## src/rtl/spi_pkg.sv

```systemverilog
// Shared SPI definitions: frame geometry, responder FSM states, status-word layout.
package spi_pkg;

  localparam int unsigned FRAME_BITS_DEF  = 256;
  localparam int unsigned SYNC_STAGES_DEF = 2;
  localparam int unsigned COEF_BITS       = 16;
  localparam int unsigned NUM_COEFS       = 15;

  typedef enum logic {
    IDLE  = 1'b0,
    SHIFT = 1'b1
  } tx_state_t;

  // Status word (low 16 bits of the readback frame) bit positions.
  localparam int unsigned ST_COEF_VALID_BIT = 0;
  localparam int unsigned ST_RX_ERROR_BIT   = 1;
  localparam int unsigned ST_RX_BUSY_BIT    = 2;
  localparam int unsigned ST_TX_BUSY_BIT    = 3;
  localparam int unsigned ST_FRAME_CNT_LSB  = 8;
  localparam int unsigned ST_FRAME_CNT_W    = 8;

endpackage

```

## src/rtl/spi_edge_detect.sv

```systemverilog
// Synchronizes an asynchronous SPI pin and produces single-cycle rise/fall pulses.
module spi_edge_detect #(
  parameter int unsigned STAGES  = 2,
  parameter logic        RST_VAL = 1'b0
) (
  input  logic clk_i,
  input  logic rst_i,
  input  logic din_i,
  output logic rise_o,
  output logic fall_o
);

  logic [STAGES-1:0] sync_q;
  logic              hist_q;

  // Synchronizer chain plus one history flop; both reset to RST_VAL so a
  // pin already at RST_VAL across reset release produces no edge.
  always_ff @(posedge clk_i) begin
    if (rst_i) begin
      sync_q <= {STAGES{RST_VAL}};
      hist_q <= RST_VAL;
    end else begin
      sync_q <= STAGES'({sync_q, din_i});
      hist_q <= sync_q[STAGES-1];
    end
  end

  assign rise_o =  sync_q[STAGES-1] & ~hist_q;
  assign fall_o = ~sync_q[STAGES-1] &  hist_q;

endmodule

```

## src/rtl/spi_readback_tx.sv

```systemverilog
// SPI mode-0 responder that shifts a per-frame snapshot of tx_data out on sdo, MSB first.
module spi_readback_tx
  import spi_pkg::*;
#(
  parameter int unsigned FRAME_BITS  = FRAME_BITS_DEF,
  parameter int unsigned SYNC_STAGES = SYNC_STAGES_DEF
) (
  input  logic                  clk_in,
  input  logic                  rst_in,
  input  logic                  sck,
  input  logic                  cs,
  input  logic [FRAME_BITS-1:0] tx_data,
  output logic                  sdo,
  output logic                  sdo_oe,
  output logic                  tx_busy,
  output logic                  tx_done,
  output logic                  tx_abort,
  output logic [7:0]            frames_sent
);

  localparam int unsigned      CNT_W    = $clog2(FRAME_BITS + 1);
  localparam logic [CNT_W-1:0] CNT_FULL = CNT_W'(FRAME_BITS);
  localparam int unsigned      SH_W     = FRAME_BITS - 1;

  logic sck_rise, sck_fall, cs_rise, cs_fall;

  spi_edge_detect #(.STAGES(SYNC_STAGES), .RST_VAL(1'b0)) u_sck_edge (
    .clk_i  (clk_in),
    .rst_i  (rst_in),
    .din_i  (sck),
    .rise_o (sck_rise),
    .fall_o (sck_fall)
  );

  spi_edge_detect #(.STAGES(SYNC_STAGES), .RST_VAL(1'b1)) u_cs_edge (
    .clk_i  (clk_in),
    .rst_i  (rst_in),
    .din_i  (cs),
    .rise_o (cs_rise),
    .fall_o (cs_fall)
  );

  // The current bit lives in sdo_q; shreg holds only the bits still to come.
  tx_state_t        state_q, state_d;
  logic [SH_W-1:0]  shreg_q, shreg_d;
  logic [CNT_W-1:0] bit_cnt_q, bit_cnt_d;
  logic             sdo_q, sdo_d;
  logic             sdo_oe_q, sdo_oe_d;
  logic             busy_q, busy_d;
  logic             done_q, done_d;
  logic             abort_q, abort_d;
  logic [7:0]       frames_q, frames_d;

  // State and output registers.
  always_ff @(posedge clk_in) begin
    if (rst_in) begin
      state_q   <= IDLE;
      shreg_q   <= '0;
      bit_cnt_q <= '0;
      sdo_q     <= 1'b0;
      sdo_oe_q  <= 1'b0;
      busy_q    <= 1'b0;
      done_q    <= 1'b0;
      abort_q   <= 1'b0;
      frames_q  <= '0;
    end else begin
      state_q   <= state_d;
      shreg_q   <= shreg_d;
      bit_cnt_q <= bit_cnt_d;
      sdo_q     <= sdo_d;
      sdo_oe_q  <= sdo_oe_d;
      busy_q    <= busy_d;
      done_q    <= done_d;
      abort_q   <= abort_d;
      frames_q  <= frames_d;
    end
  end

  // Next-state logic; a cs fall takes priority over any sck edge in the same cycle.
  always_comb begin
    state_d   = state_q;
    shreg_d   = shreg_q;
    bit_cnt_d = bit_cnt_q;
    sdo_d     = sdo_q;
    sdo_oe_d  = sdo_oe_q;
    busy_d    = busy_q;
    done_d    = 1'b0;
    abort_d   = 1'b0;
    frames_d  = frames_q;

    case (state_q)
      IDLE: begin
        sdo_d    = 1'b0;
        sdo_oe_d = 1'b0;
        busy_d   = 1'b0;
        if (cs_rise) begin
          shreg_d   = tx_data[SH_W-1:0];
          bit_cnt_d = '0;
          sdo_d     = tx_data[FRAME_BITS-1];
          sdo_oe_d  = 1'b1;
          busy_d    = 1'b1;
          state_d   = SHIFT;
        end
      end
      SHIFT: begin
        if (cs_fall) begin
          state_d  = IDLE;
          sdo_d    = 1'b0;
          sdo_oe_d = 1'b0;
          busy_d   = 1'b0;
          if (bit_cnt_q == CNT_FULL) begin
            done_d   = 1'b1;
            frames_d = frames_q + 8'd1;
          end else begin
            abort_d = 1'b1;
          end
        end else if (sck_rise) begin
          if (bit_cnt_q != CNT_FULL) begin
            bit_cnt_d = bit_cnt_q + CNT_W'(1);
          end
        end else if (sck_fall && (bit_cnt_q != '0)) begin
          shreg_d = {shreg_q[SH_W-2:0], 1'b0};
          sdo_d   = (bit_cnt_q == CNT_FULL) ? 1'b0 : shreg_q[SH_W-1];
        end
      end
      default: state_d = IDLE;
    endcase
  end

  assign sdo         = sdo_q;
  assign sdo_oe      = sdo_oe_q;
  assign tx_busy     = busy_q;
  assign tx_done     = done_q;
  assign tx_abort    = abort_q;
  assign frames_sent = frames_q;

endmodule

```

## config.mk

```make
export PLATFORM = sky130hd
export DESIGN_NAME = spi_readback_tx
export DESIGN_NICKNAME = d
export VERILOG_FILES = /design/src/rtl/spi_pkg.sv /design/src/rtl/spi_edge_detect.sv /design/src/rtl/spi_readback_tx.sv
export SDC_FILE = /design/constraint.sdc
export NUM_CORES = 1
export LEC_CHECK = 0
export BUFFER_PORTS_ARGS = -buffer_cell sky130_fd_sc_hd__buf_2
export CAP_MARGIN = 20
export CORE_ASPECT_RATIO = 0.9
export CORE_UTILIZATION = 51
export CTS_CLUSTER_SIZE = 12
export DETAILED_ROUTE_END_ITERATION = 16
export PLACE_DENSITY = 0.81
export SLEW_MARGIN = 25
export SYNTH_ARGS = -nofsm -noshare
export SYNTH_HDL_FRONTEND = slang
export SYNTH_SLANG_ARGS = --single-unit
```

## constraint.sdc

```tcl
create_clock -name clk_in -period 2.2 [get_ports clk_in]
set_clock_uncertainty 0.05 [all_clocks]
set_input_delay 0 -clock clk_in [delete_from_list [all_inputs] [get_ports clk_in]]
set_output_delay 0 -clock clk_in [all_outputs]
set_load 0.03 [all_outputs]
```

-- Yosys cells after proc, flatten, opt, wreduce, memory -nomap -nowiden
Index checks and enable logic that the tools add are counted.
- reduce and logical (&&, ||, !) cells: 7
- add/subtract/negate cells: 2
- bitwise operators: 10
- multiplexer cells: 23
- equal/unequal tests: 11
- operator list (operator ; number):
    two-way mux 255 bit ; 4
    one-hot mux 255 bit (2 select lines) ; 1
    two-way mux 9 bit ; 4
    one-hot mux 9 bit (2 select lines) ; 1
    two-way mux 1 bit ; 10
    != test 2 bit, second input constant ; 5
    adder 9 x 1 -> 9 bit, second input constant ; 1
    == test 9 bit, second input constant ; 1
    != test 9 bit, second input constant ; 1
    nonzero test 9 bit ; 1
    adder 8 x 1 -> 8 bit, second input constant ; 1
    AND reduction 4 bit ; 2
    inverter 1 bit ; 6
    one-hot mux 1 bit (2 select lines) ; 3
    AND 1 bit ; 4
    != test 2 x 1 -> 1 bit, second input constant ; 2
    != test 3 x 2 -> 1 bit, second input constant ; 1
    != test 3 bit, second input constant ; 1
    AND reduction 3 bit ; 1
    OR reduction 3 bit ; 1
    AND reduction 2 bit ; 1
    logical AND 1 bit ; 1
- word-level logic and storage cells: 65
- bits in registers: 283
- input bits: 260
- output and inout bits: 13

-- Depth between registers and ports, before layout
- depth after elaboration: 7
- gate-level depth with buffers: 9
- gate-level depth less buffers: 6

-- Hierarchy
A second synthesis with hierarchy kept.
- cell total of the unflattened synthesis: 1311
- area total of the unflattened synthesis: 14227.4 um2
- modules (own cells, without submodules) (module ; cells each ; area an instance (um2) ; seq. area each (um2) ; times used):
    spi_readback_tx ; 1295 ; 14043.5 ; 5545.3 ; 1
    spi_edge_detect at u_cs_edge ; 8 ; 92.6 ; 60.1 ; 1
    spi_edge_detect at u_sck_edge ; 8 ; 91.3 ; 60.1 ; 1

-- Least setup slack after synthesis
OpenSTA, ideal clock, no wires.
- path type: reg-to-reg
- from: register bit_cnt_q[0]
- to: register shreg_q[190]
- setup slack: -125 ps
- arrival: 2129 ps
- period minus slack after synthesis: 2325 ps
- path buffers: 3
- library setup time: 146 ps
- cell stages (with the launch flop): 10
- data required time: 2004 ps
- path through: dfxtp_1 inv_1 ha_1 or4b_4 or3_1 clkbuf_1 clkbuf_1 buf_2 a211oi_1 a211oi_2
- word-level cells in the longest chain between the ends: 4
- RTL lines (element ; RTL line ; source):
    from (decl) ; spi_readback_tx.sv:46 ; logic [CNT_W-1:0] bit_cnt_q, bit_cnt_d;
    from (signal assigned) ; spi_readback_tx.sv:69 ; bit_cnt_q <= bit_cnt_d;
    nonzero test 9 bit ; spi_readback_tx.sv:121 ; end else if (sck_fall && (bit_cnt_q != '0)) begin
    logical AND 1 bit ; spi_readback_tx.sv:121 ;
    != test 2 x 1 -> 1 bit (no source line) ; -- ;
    AND reduction 4 bit (no source line) ; -- ;
    to (signal assigned) ; spi_readback_tx.sv:68 ; shreg_q <= shreg_d;
    to (decl) ; spi_readback_tx.sv:45 ; logic [SH_W-1:0] shreg_q, shreg_d;
No other way between the ends.
A chain may end at the register's enable or synchronous reset.

-- Worst setup path after layout
- from: register bit_cnt_q[0]
- to: register shreg_q[21]
Same word-level chain as after synthesis.

==> impl_metrics.yaml <==
status:
  status: "finished with violations"
  violations: "negative setup slack"
power:
  power_frac_comb_pct: 15.4
  internal_power_mw: 8.986
  swShare_pct: 26.32
  p_leak_nw: 7.031
  p_sw_mw: 3.210
  seqPwrFrac_pct: 44.5
  ir_drop_mv: 0.6760
  p_clk_share_pct: 40.1
  p_per_area_mw_per_mm2: 567.7
floorplanning:
  start_util_pct: 51.69
  fp.dieH_um: 164.3
  row_count: 59
  dieArea_mm2: 0.02994
  io_pins: 273
  die_w_um: 182.3
  core-area_mm2: 0.02886
critical_path:
  r2r-start: "bit_cnt_q[0]$_SDFFE_PP0P_"
  end_kind: "register"
  worstSetupStartpoint: "bit_cnt_q[0]$_SDFFE_PP0P_"
  rr_worst_depth: 8
  critical_path_class: "register to register"
  crit_end: "shreg_q[21]$_SDFFE_PP0P_"
  worstPathArrival_ns: 2.88
  crit_path_start_kind: "register"
  r2r_slack_ns: -0.33
  path_max_fanout: 30
  required_ns: 2.55
  reg2reg_to: "shreg_q[21]$_SDFFE_PP0P_"
yosys:
  synth_compound_area_share_pct: 35.28
  synth_fa_ha_area_share_pct: 0.2516
  synthFlopType: "dfxtp_1"
  synthArstFlopShare_pct: 0
  synthDistinctLibCells: 45
  ys_seq_area_share_pct: 37.97
  yosys-mux-area-fraction_pct: 17.32
  synth.top_cell.area_share_pct: 37.97
  synth_area_leader_cell: "dfxtp_1"
  synth_top_family_by_area: "compound AO/OA/AOI/OAI gates"
  yosysWarningCount: 0
  syn_area_mm2: 0.01492
  synth_area_leaders: "dfxtp_1, a211oi_2, mux2i_1"
  synth-edff-count: 0
  yosys.area_share.simple_pct: 2.617
  syn_inst: 1339
  ys_seq_elements: 283
  synthXorXnorAreaFrac_pct: 0.2935
  syn_area_per_cell_um2: 11.14
  synth_nets: 1602
sta:
  worst_slew_pin_slew_ns: 0.8589
  hold_violations: 0
  fmax_mhz: 394.6
  setup_viol: 255
  period_needed_ns: 2.534
  rsz0062_at_grt: "true"
  relSlewSlack_pct: 42.74
  fin_tns_setup_ns: -26.03
  fin_crit_sh_pct: 115.2
  fin_ws_ns: -0.3343
  drv_slew: 0
placement:
  place_ws_ns: -0.1154
  port_buffers: 272
  hpwl_um: 23000
  gp_congestion: 0.8865
final_layout:
  layout_commonest_cell: "a211oi_2"
  nets: 2068
  fillCellCount: 1710
  layout.cells.most_common_list: "a211oi_2, dfxtp_1, buf_2"
  drive_gt1_share_pct: 43.70
  syn2layout_area_growth_pct: 43.98
drt:
  drt-wirelength-per-cell_um: 23.81
  drc_errors: 0
  routed_wl_um: 53020
  first_pass_iters: 5
  first_iter_violations: 1203
  ant_nets: 0
  vias_per_cell: 6.313
  via_count: 14060
clock_tree:
  cts_root_buf: "clkbuf_16"
  cts_buffers: 30
  htree_levels: 1
  clk_pin_slew_worst_paths_ns: 0.06
  cts_sinks: 283
  clock_latency_ns: 0.56
  cts_tree: "built"
  clk_path_buf_depth: 3
job:
  cap_violations: 0
worst_hold_path:
  min_path_type: "primary input to register"
global_route:
  grt_pass1_wl_um: 72500
  antenna_found_initial: 5
  grt_max_degree: 123
  gr-usage-all-layers_pct: 29.58
  grt_overflow: 0
  grt_pass1_vias: 13830
## power by group through the flow
stage	Clock [mW]	Sequential (mW)	Combinational, mW
detailed placement	0	5.50	1.27
CTS	4.88	5.39	1.68
floorplan	0	5.47	0.898
global route	5.13	5.43	1.98
global placement	0	5.49	1.23
finish	4.89	5.42	1.88
## kinds of logic (layout without fill, tap and decap cells)
logic type | count (synthesis) | in the layout
multiplexers | 258 | 258
XOR/XNOR | 5 | 5
AND/OR/NAND/NOR | 68 | 68
AO/OA/AOI/OAI | 539 | 542
other | 0 | 7
buffers and inverters | 183 | 665
flip-flops | 283 | 283
adder cells (fa/ha/maj) | 3 | 3
## flip-flops by register name, indices dropped and copies added, names as in the netlist, 2 cells and up
name               count
frames_sent            8
u_cs_edge.sync_q       2
u_sck_edge.sync_q      2
bit_cnt_q              9
shreg_q              255
## synthesized netlist by cell type (2+ instances only)
library cell,count
nand2b_1,3
or2_2,4
mux2i_1,257
nand2_1,7
ha_1,3
dfxtp_1,283
nor4_1,2
xor2_1,3
o211ai_1,2
xnor2_1,2
or3_1,3
a31o_2,2
inv_1,7
buf_2,27
and4_1,2
buf_6,28
a21o_1,3
and3_1,5
a31oi_1,7
a211oi_2,249
nand3_1,7
buf_1,2
nand4_1,7
o21ai_0,2
nor3_1,3
clkbuf_1,118
nor2b_1,7
nor2_1,11
a21oi_1,8
a211oi_1,260
## layer usage
| layer | global-route usage, % | part of all wire, % | vias up |
|---|---|---|---|
| met3 | 5.344 | 6.0 | 214 |
| met1 | 36.05 | 39 | 6879 |
| met4 | 14.06 | 4.9 | 2 |
| met5 | 0 | 0.025 | - |
| met2 | 50.64 | 50 | 710 |
| li1 | - | - | 6255 |
## layout make-up
type / count / area, um^2 / share of cell area [%]
diodes: 7 / 17.52 / 0.08155
clock buffers: 44 / 874.6 / 4.072
clock inverters: 7 / 37.54 / 0.1747
inverters: 7 / 26.28 / 0.1223
multi-input cells: 876 / 9195 / 42.81
flip-flops and latches: 283 / 5672 / 26.40
well taps: 396 / 495.5 / 2.307
repair buffers: 607 / 5162 / 24.03
## what timing repair did
action / in CTS / in global routing
cloned: 2 / 21
pin swaps: 0 / 4
buffers inserted: 1 / 7
resized for setup: 49 / 113
hold endpoints to repair: 267 / 0
setup endpoints to repair: 255 / 258
hold buffers: 262 / 0
## stage by stage
step / power, mW / cell area [um^2] / hold WS, ns / instances / utilization, %
4_1_cts: 11.95 / 20410 / 0.2048 / 2192 / 70.72
3_5_place_dp: 6.766 / 16580 / 0.1378 / 1876 / 57.46
6_report: 12.20 / 21480 / 0.2271 / 2227 / 74.42
5_1_grt: 12.54 / 21470 / 0.2298 / 2224 / 74.39
2_1_floorplan: 6.368 / 15000 / 0.05381 / 1339 / -
3_3_place_gp: 6.720 / 16580 / 0.1388 / 1876 / 57.46
## worst max-delay path: stages, from the launching register on
cell      delay [ns]
dfxtp_2         0.32
inv_2           0.07
ha_4            0.12
or4b_4          0.45
or3_4           0.41
buf_4           0.19
buf_6           0.24
a211oi_2        0.40
a211oi_2        0.11
## worst min-delay path by stage
stage | startpoint | endpoint | cells past startpoint
after floorplan | cs | u_cs_edge.sync_q[0]$_SDFF_PP1_ | 1
after global placement | cs | u_cs_edge.sync_q[0]$_SDFF_PP1_ | 2
after detailed placement | cs | u_cs_edge.sync_q[0]$_SDFF_PP1_ | 2
after CTS | tx_data[255] | sdo$_SDFFE_PP0P_ | 4
after global routing | tx_data[255] | sdo$_SDFFE_PP0P_ | 4
final | tx_data[255] | sdo$_SDFFE_PP0P_ | 4
Note: power is estimated with default switching activity, not from simulation.
